===== src/rtl/hazard_scoreboard.sv =====
// rtl/hazard_scoreboard.sv - MIPS Decode hazard scoreboard with forwarding selects and mult/div busy stall.
// Define HAZ_STAT_EN to add the stall_cnt / md_stall_cnt statistics outputs.
module hazard_scoreboard #(
  parameter int STAGES   = 3,
  parameter int TW       = 2,
  parameter int MULT_LAT = 5,
  parameter int DIV_LAT  = 10,
  parameter int SW       = $clog2(STAGES + 1)
) (
  input  logic          clk,
  input  logic          reset,
  input  logic          d_valid,
  input  logic [4:0]    d_r_use1,
  input  logic [4:0]    d_r_use2,
  input  logic [TW-1:0] d_t_use1,
  input  logic [TW-1:0] d_t_use2,
  input  logic [4:0]    d_r_new,
  input  logic [TW-1:0] d_t_new,
  input  logic          d_md_start,
  input  logic          d_md_div,
  input  logic          d_md_use,
  output logic          stall,
  output logic [SW-1:0] fwd_sel1,
  output logic [SW-1:0] fwd_sel2,
  output logic          md_busy
`ifdef HAZ_STAT_EN
  ,
  output logic [31:0]   stall_cnt,
  output logic [31:0]   md_stall_cnt
`endif
);

  localparam int CW = $clog2(DIV_LAT + 1);

  logic [STAGES-1:0] sb_valid;
  logic [4:0]        sb_rnew [STAGES];
  logic [TW-1:0]     sb_tnew [STAGES];
  logic [CW-1:0]     md_cnt;

  logic [4:0]        use_r [2];
  logic [TW-1:0]     use_t [2];
  logic              hit   [2];
  logic [TW-1:0]     hit_t [2];
  logic [SW-1:0]     hit_sel [2];
  logic              haz   [2];
  logic [SW-1:0]     sel   [2];

  assign use_r[0] = d_r_use1;
  assign use_r[1] = d_r_use2;
  assign use_t[0] = d_t_use1;
  assign use_t[1] = d_t_use2;

  // Scan oldest to youngest so the youngest matching producer wins.
  always_comb begin
    for (int n = 0; n < 2; n++) begin
      hit[n]     = 1'b0;
      hit_t[n]   = '0;
      hit_sel[n] = '0;
      for (int i = STAGES - 1; i >= 0; i--) begin
        if (sb_valid[i] && (sb_rnew[i] == use_r[n])) begin
          hit[n]     = 1'b1;
          hit_t[n]   = sb_tnew[i];
          hit_sel[n] = SW'(i + 1);
        end
      end
      if (use_r[n] == 5'd0) begin
        hit[n] = 1'b0;
      end
      haz[n] = hit[n] && (hit_t[n] > use_t[n]);
      sel[n] = (d_valid && hit[n] && (hit_t[n] == '0)) ? hit_sel[n] : '0;
    end
  end

  assign md_busy  = (md_cnt != '0);
  assign stall    = d_valid & (haz[0] | haz[1] | (d_md_use & md_busy));
  assign fwd_sel1 = sel[0];
  assign fwd_sel2 = sel[1];

  always_ff @(posedge clk) begin
    if (reset) begin
      sb_valid <= '0;
      for (int i = 0; i < STAGES; i++) begin
        sb_rnew[i] <= '0;
        sb_tnew[i] <= '0;
      end
      md_cnt <= '0;
    end else begin
      sb_valid[0] <= d_valid & ~stall & (d_r_new != 5'd0);
      sb_rnew[0]  <= d_r_new;
      sb_tnew[0]  <= d_t_new;
      for (int i = 1; i < STAGES; i++) begin
        sb_valid[i] <= sb_valid[i-1];
        sb_rnew[i]  <= sb_rnew[i-1];
        sb_tnew[i]  <= (sb_tnew[i-1] == '0) ? '0 : sb_tnew[i-1] - TW'(1);
      end
      // A start held by a busy unit stalls, so the counter is never reloaded mid-operation.
      if (d_valid && !stall && d_md_start) begin
        md_cnt <= d_md_div ? CW'(DIV_LAT) : CW'(MULT_LAT);
      end else if (md_cnt != '0) begin
        md_cnt <= md_cnt - CW'(1);
      end
    end
  end

`ifdef HAZ_STAT_EN
  always_ff @(posedge clk) begin
    if (reset) begin
      stall_cnt    <= '0;
      md_stall_cnt <= '0;
    end else if (stall) begin
      stall_cnt <= stall_cnt + 32'd1;
      if (!haz[0] && !haz[1]) begin
        md_stall_cnt <= md_stall_cnt + 32'd1;
      end
    end
  end
`endif

endmodule

===== config.mk =====
export PLATFORM = sky130hd
export DESIGN_NAME = hazard_scoreboard
export DESIGN_NICKNAME = d
export VERILOG_FILES = /design/src/rtl/hazard_scoreboard.sv
export SDC_FILE = /design/constraint.sdc
export NUM_CORES = 1
export LEC_CHECK = 0
export ABC_AREA = 1
export BUFFER_PORTS_ARGS = -buffer_cell sky130_fd_sc_hd__buf_2
export CAP_MARGIN = 20
export CORE_ASPECT_RATIO = 1.5
export CORE_MARGIN = 10
export CORE_UTILIZATION = 55
export DETAILED_ROUTE_END_ITERATION = 16
export GPL_TIMING_DRIVEN = 0
export PLACE_DENSITY = 0.79
export SLEW_MARGIN = 20
export SYNTH_ARGS = -nofsm -noshare
export SYNTH_HDL_FRONTEND = slang
export SYNTH_SLANG_ARGS = --single-unit

===== constraint.sdc =====
create_clock -name clk -period 2.6 [get_ports clk]
set_input_delay 0.26 -clock clk [delete_from_list [all_inputs] [get_ports clk]]
set_output_delay 0.26 -clock clk [all_outputs]
set_load 0.01 [all_outputs]

Yosys cells after proc, flatten, opt, wreduce, memory -nomap -nowiden
Memory sizes are Yosys's and may differ from the RTL's.
Index checks and enable logic that the tools add are counted.
{ "op_classes": {"addsub": 3, "n_mul": 0, "n_div": 0, "order_cmp": 2, "eq_ne": 6, "shifts": 0, "muxes": 36, "n_bitwise": 13, "reduce_logical": 24} }
{ "op_table": {"columns": ["op", "n"], "rows": [
  ["$mux W2", 19],
  ["$eq A5 B5 Y1", 6],
  ["$mux W5", 3],
  ["$logic_and A1 B1 Y1", 14],
  ["$mux W4", 3],
  ["$mux W1", 11],
  ["$logic_not A5 Y1", 2],
  ["$logic_not A2 Y1", 4],
  ["$or A1 B1 Y1", 8],
  ["$reduce_bool A5 Y1", 1],
  ["$and A1 B1 Y1", 4],
  ["$gt A2 B2 Y1", 2],
  ["$reduce_bool A4 Y1", 1],
  ["$sub A2 B1 Y2 const B", 2],
  ["$sub A4 B1 Y4 const B", 1],
  ["$reduce_bool A2 Y1", 1],
  ["$logic_not A1 Y1", 1],
  ["$not A1 Y1", 1]
]} }
{ "word_totals": {"regBits": 7, "latchBits": 0, "mem_bits_rw": 21, "mem_bits_ro": 0, "in_bits": 27, "out_inout_bits": 6, "word_cells": 88, "memories": 2} }
{ "mem_list": {"columns": ["memory", "words", "width", "rd", "rd_clocked_by_memory_dff", "wr", "line", "source"], "rows": [
  ["sb_rnew", 3, 5, 3, 0, 3, "36", "logic [4:0] sb_rnew [STAGES];"],
  ["sb_tnew", 3, 2, 3, 0, 3, "37", "logic [TW-1:0] sb_tnew [STAGES];"]
]} }

Longest topological paths before layout
{ "depth": {"ltp_word": 14, "depth_mapped": 22, "mapped_depth_nobuf": 22} }

Worst setup path after synthesis
OpenSTA, ideal clock, no wires.
{ "synth_path": {"path_kind": "register to register", "from": "mem sb_rnew[1][1] (netlist: sb_rnew[0][6])", "to": "reg md_cnt[1]", "setup_time_ns": 0.128, "arrival_time_ns": 2.291, "t_required_ns": 2.472, "slack_ns": 0.181, "path_stages_with_launch": 22, "path_buffers": 0, "period_less_slack_ns": 2.419, "cell_sequence": "dfxtp_1 inv_1 nand2_1 nand3_1 nand3b_2 clkinv_1 nor2_1 nand2_1 o211ai_1 o21ai_0 inv_1 ha_1 inv_1 nor2_1 o21ai_0 nor2_4 nor2_4 nand3_4 nand2_1 nand2_1 nor2_1 nor2_1"} }
{ "synth_lines": {"columns": ["element", "line", "source"], "rows": [
  ["from (decl)", "36", null],
  ["to (signal assigned)", "98", "md_cnt <= d_md_div ? CW'(DIV_LAT) : CW'(MULT_LAT);"],
  ["to (signal assigned)", "100", "md_cnt <= md_cnt - CW'(1);"],
  ["to (decl)", "38", "logic [CW-1:0] md_cnt;"]
]} }

==> results.py <==
metrics = {
    "outcome": {
        "status": "complete, but fails checks",
        "violations": "setup timing",
    },
    "synthesis": {
        "synth_top_area_share_pct": 30.43,
        "syn_nets": 332,
        "synth-seq-cells": 28,
        "synth_area_leader_cell": "dfxtp_1",
        "synth_common_cells": "nand2_1, nor2_1, inv_1, dfxtp_1, inv_2",
        "yosys_most_used_dff": "dfxtp_1",
        "synth.avg_cell_area_um2": 6.201,
        "synth_area_leaders": "dfxtp_1, nand2_1, nor2_1",
        "syn-cell-area_mm2": 0.001842,
        "yosysMostFrequentCell": "nand2_1",
        "seq_area_frac_synth_pct": 30.43,
        "syn_inst": 297,
        "synthArstFlopShare_pct": 0,
        "synth_edf_count": 0,
        "ys_types": 27,
        "synth_warnings": 0,
    },
    "global_routing": {
        "grt_max_degree": 17,
        "antenna_found_initial": 0,
        "overflow": 0,
        "grt_pass1_wl_um": 7831,
        "track_usage_pct": 15.79,
        "first_global_vias": 1933,
    },
    "timing": {
        "min_period_over_period_pct": 104.6,
        "fmax_ghz": 0.3675,
        "slew_viol_final": 0,
        "fin_setup_tns_ns": -0.1641,
        "finalSetupViolCount": 2,
        "holdWs_ns": 0.1774,
        "hold_viol": 0,
        "timing.final.ws_setup_ns": -0.1208,
        "slew_headroom_pct": 61.20,
        "skew_ns": 0.005051,
        "rsz0062_at_grt": "true",
        "tightest_slew_ns": 0.5820,
        "period_needed_ns": 2.721,
    },
    "critical_path": {
        "required_ns": 2.34,
        "start_kind": "flip-flop",
        "startpoint": "sb_rnew[0][10]$_SDFF_PP0_",
        "crit_chain": "inv_1 > nand2_2 > nand2_1 > nor2_4 > nand3_2 > nor2_4 > nand2_1 > o211ai_1 > o21ai_1 > ha_2 > a21oi_2 > nand3_2 > nand2_2 > o21ai_2 > inv_1 > buf_6",
        "end_kind": "output port",
        "cp_slowest_cell": "dfxtp_2",
        "max_stage_delay_ns": 0.34,
        "worstSetupPathType": "reg2out",
        "worstPathArrival_ns": 2.46,
        "r2r-start": "sb_rnew[0][5]$_SDFF_PP0_",
        "cp_max_fo": 3,
    },
    "clocking": {
        "insertion_delay_ns": 0.28,
        "clockRootBuffer": "clkbuf_8",
        "cts_max_path_buffers": 2,
        "numCtsBuffers": 3,
        "cts_tree": "yes",
        "clkSinkCount": 28,
        "cts.reportedPaths.clkPinSlew_ns": 0.09,
        "holdBufCountCts": 0,
        "h-tree-depth": 1,
    },
    "drt": {
        "wl_um": 5161,
        "vias_per_cell": 5.209,
        "firstDrtPassIters": 4,
        "final_antenna_net_count": 0,
        "route.detailed.drc": 0,
        "num_vias": 1995,
        "wl_per_cell_um": 13.48,
        "dr.first_iter.drc_count": 92,
    },
    "worst_hold_path": {
        "min_from": "d_t_new[1]",
        "min-delay-path-class": "in2reg",
    },
    "layout": {
        "final_core_util_pct": 75.88,
        "antennaDiodeCount": 0,
        "multi_input_area_mm2": 0.001246,
        "areaGrowthSynthToFinish_pct": 31.45,
        "fill_cells": 263,
        "regArea_um2": 576.8,
        "nNetsFinal": 379,
        "final_cell_area_mm2": 0.002421,
        "drive_above_1_share_pct": 38.78,
    },
    "floorplan": {
        "fp.coreArea_mm2": 0.003191,
        "dieArea_mm2": 0.006111,
        "die_w_um": 67.25,
        "initial_utilization_pct": 57.73,
        "fp.dieH_um": 90.87,
        "row_count": 25,
        "io_pins": 33,
    },
    "placement": {
        "hpwl_um": 3654,
        "gp_congestion": 0.9143,
        "placed_cell_area_mm2": 0.002047,
        "port_buffers": 31,
    },
    "power": {
        "p_leak_nw": 1.229,
        "peakVddDrop_mv": 0.4555,
        "power.density_mw_per_mm2": 538.0,
        "total_power_mw": 1.303,
    },
    "flow_run": {
        "cap_violations": 0,
    },
}
## power by group
part | switching [mW] | internal, mW
clock network | 0.139 | 0.206
registers | 0.0358 | 0.473
logic | 0.265 | 0.184
## kinds of logic after synthesis
kind of cell             Yosys count  synth area share [%]
AND/OR/NAND/NOR                  177                 44.09
flip-flops                        28                 30.43
XOR/XNOR                           3                 1.427
buffers and inverters             59                 12.02
AO/OA/AOI/OAI                     22                 6.590
adder cells (fa/ha/maj)            8                 5.435
## path summary, 6_finish.rpt
check | end | slack [ns] | depth (start not counted)
worst min register to register | sb_rnew[0][13]$_SDFF_PP0_ | 0.46 | 2
worst max register to register | md_cnt[1]$_SDFFE_PP0P_ | -0.04 | 23
worst max-delay path | stall | -0.12 | 16
worst min-delay path | sb_tnew[0][1]$_SDFF_PP0_ | 0.18 | 3
## cell type report
cell class,instances,area share (%)
multi-input combinational,210,51.47
sequential,28,23.82
timing repair buffer,42,10.23
inverter,56,8.992
tap,40,2.067
clock buffer,3,1.705
clock inverter,1,1.240
buffer,3,0.4651
## cell usage in the layout (no fill, tap or decap), types with 3 or more instances in the layout
master	n
dfxtp_1	15
nand2_2	11
a21oi_2	4
nand3_2	5
nor2_1	36
nand3_1	4
o21ai_2	3
nand2_1	83
clkbuf_8	3
a21oi_1	4
inv_1	39
inv_2	15
buf_4	10
dfxtp_2	13
nor2_2	12
nor3_1	8
o21ai_1	7
nor2_4	9
ha_1	5
clkbuf_1	3
buf_2	30
nand3_4	4
## per-stage QoR
| step | setup WS [ns] | instances |
|---|---|---|
| after floorplan | 0.1811 | 297 |
| after global placement | -0.1245 | 368 |
| after detailed placement | -0.1387 | 368 |
| after CTS | -0.01008 | 374 |
| after global routing | -0.2473 | 383 |
| final | -0.1208 | 383 |
## flip-flops by register name (all words and copies together) (netlist names)
register  cells
sb_rnew      15
sb_valid      3
md_cnt        4
sb_tnew       6
## metal layers
layer  up-vias  track usage [%]  part of all wire, %
li1        994                -                    -
met1       917            15.39                   38
met2        62            29.05                   52
met3        22            2.236                  4.5
met4         0            9.622                  5.2
met5         -                0                    0
## timing repair
| action | CTS | global route |
|---|---|---|
| pin swaps | 13 | 20 |
| setup buffers | 2 | 9 |
| gates resized for setup | 41 | 33 |
| endpoints found under the setup margin | 6 | 6 |
## worst max-delay path, delay by kind of cell, from the launching register on
kind | cells | cell delay, ns
AOI/OAI and AO/OA | 4 | 0.46
and+or+nand+nor | 8 | 0.86
buffers and inverters | 3 | 0.22
adders and majority gates | 1 | 0.31
DFF | 1 | 0.34
Power figures use the tool's default switching activity.
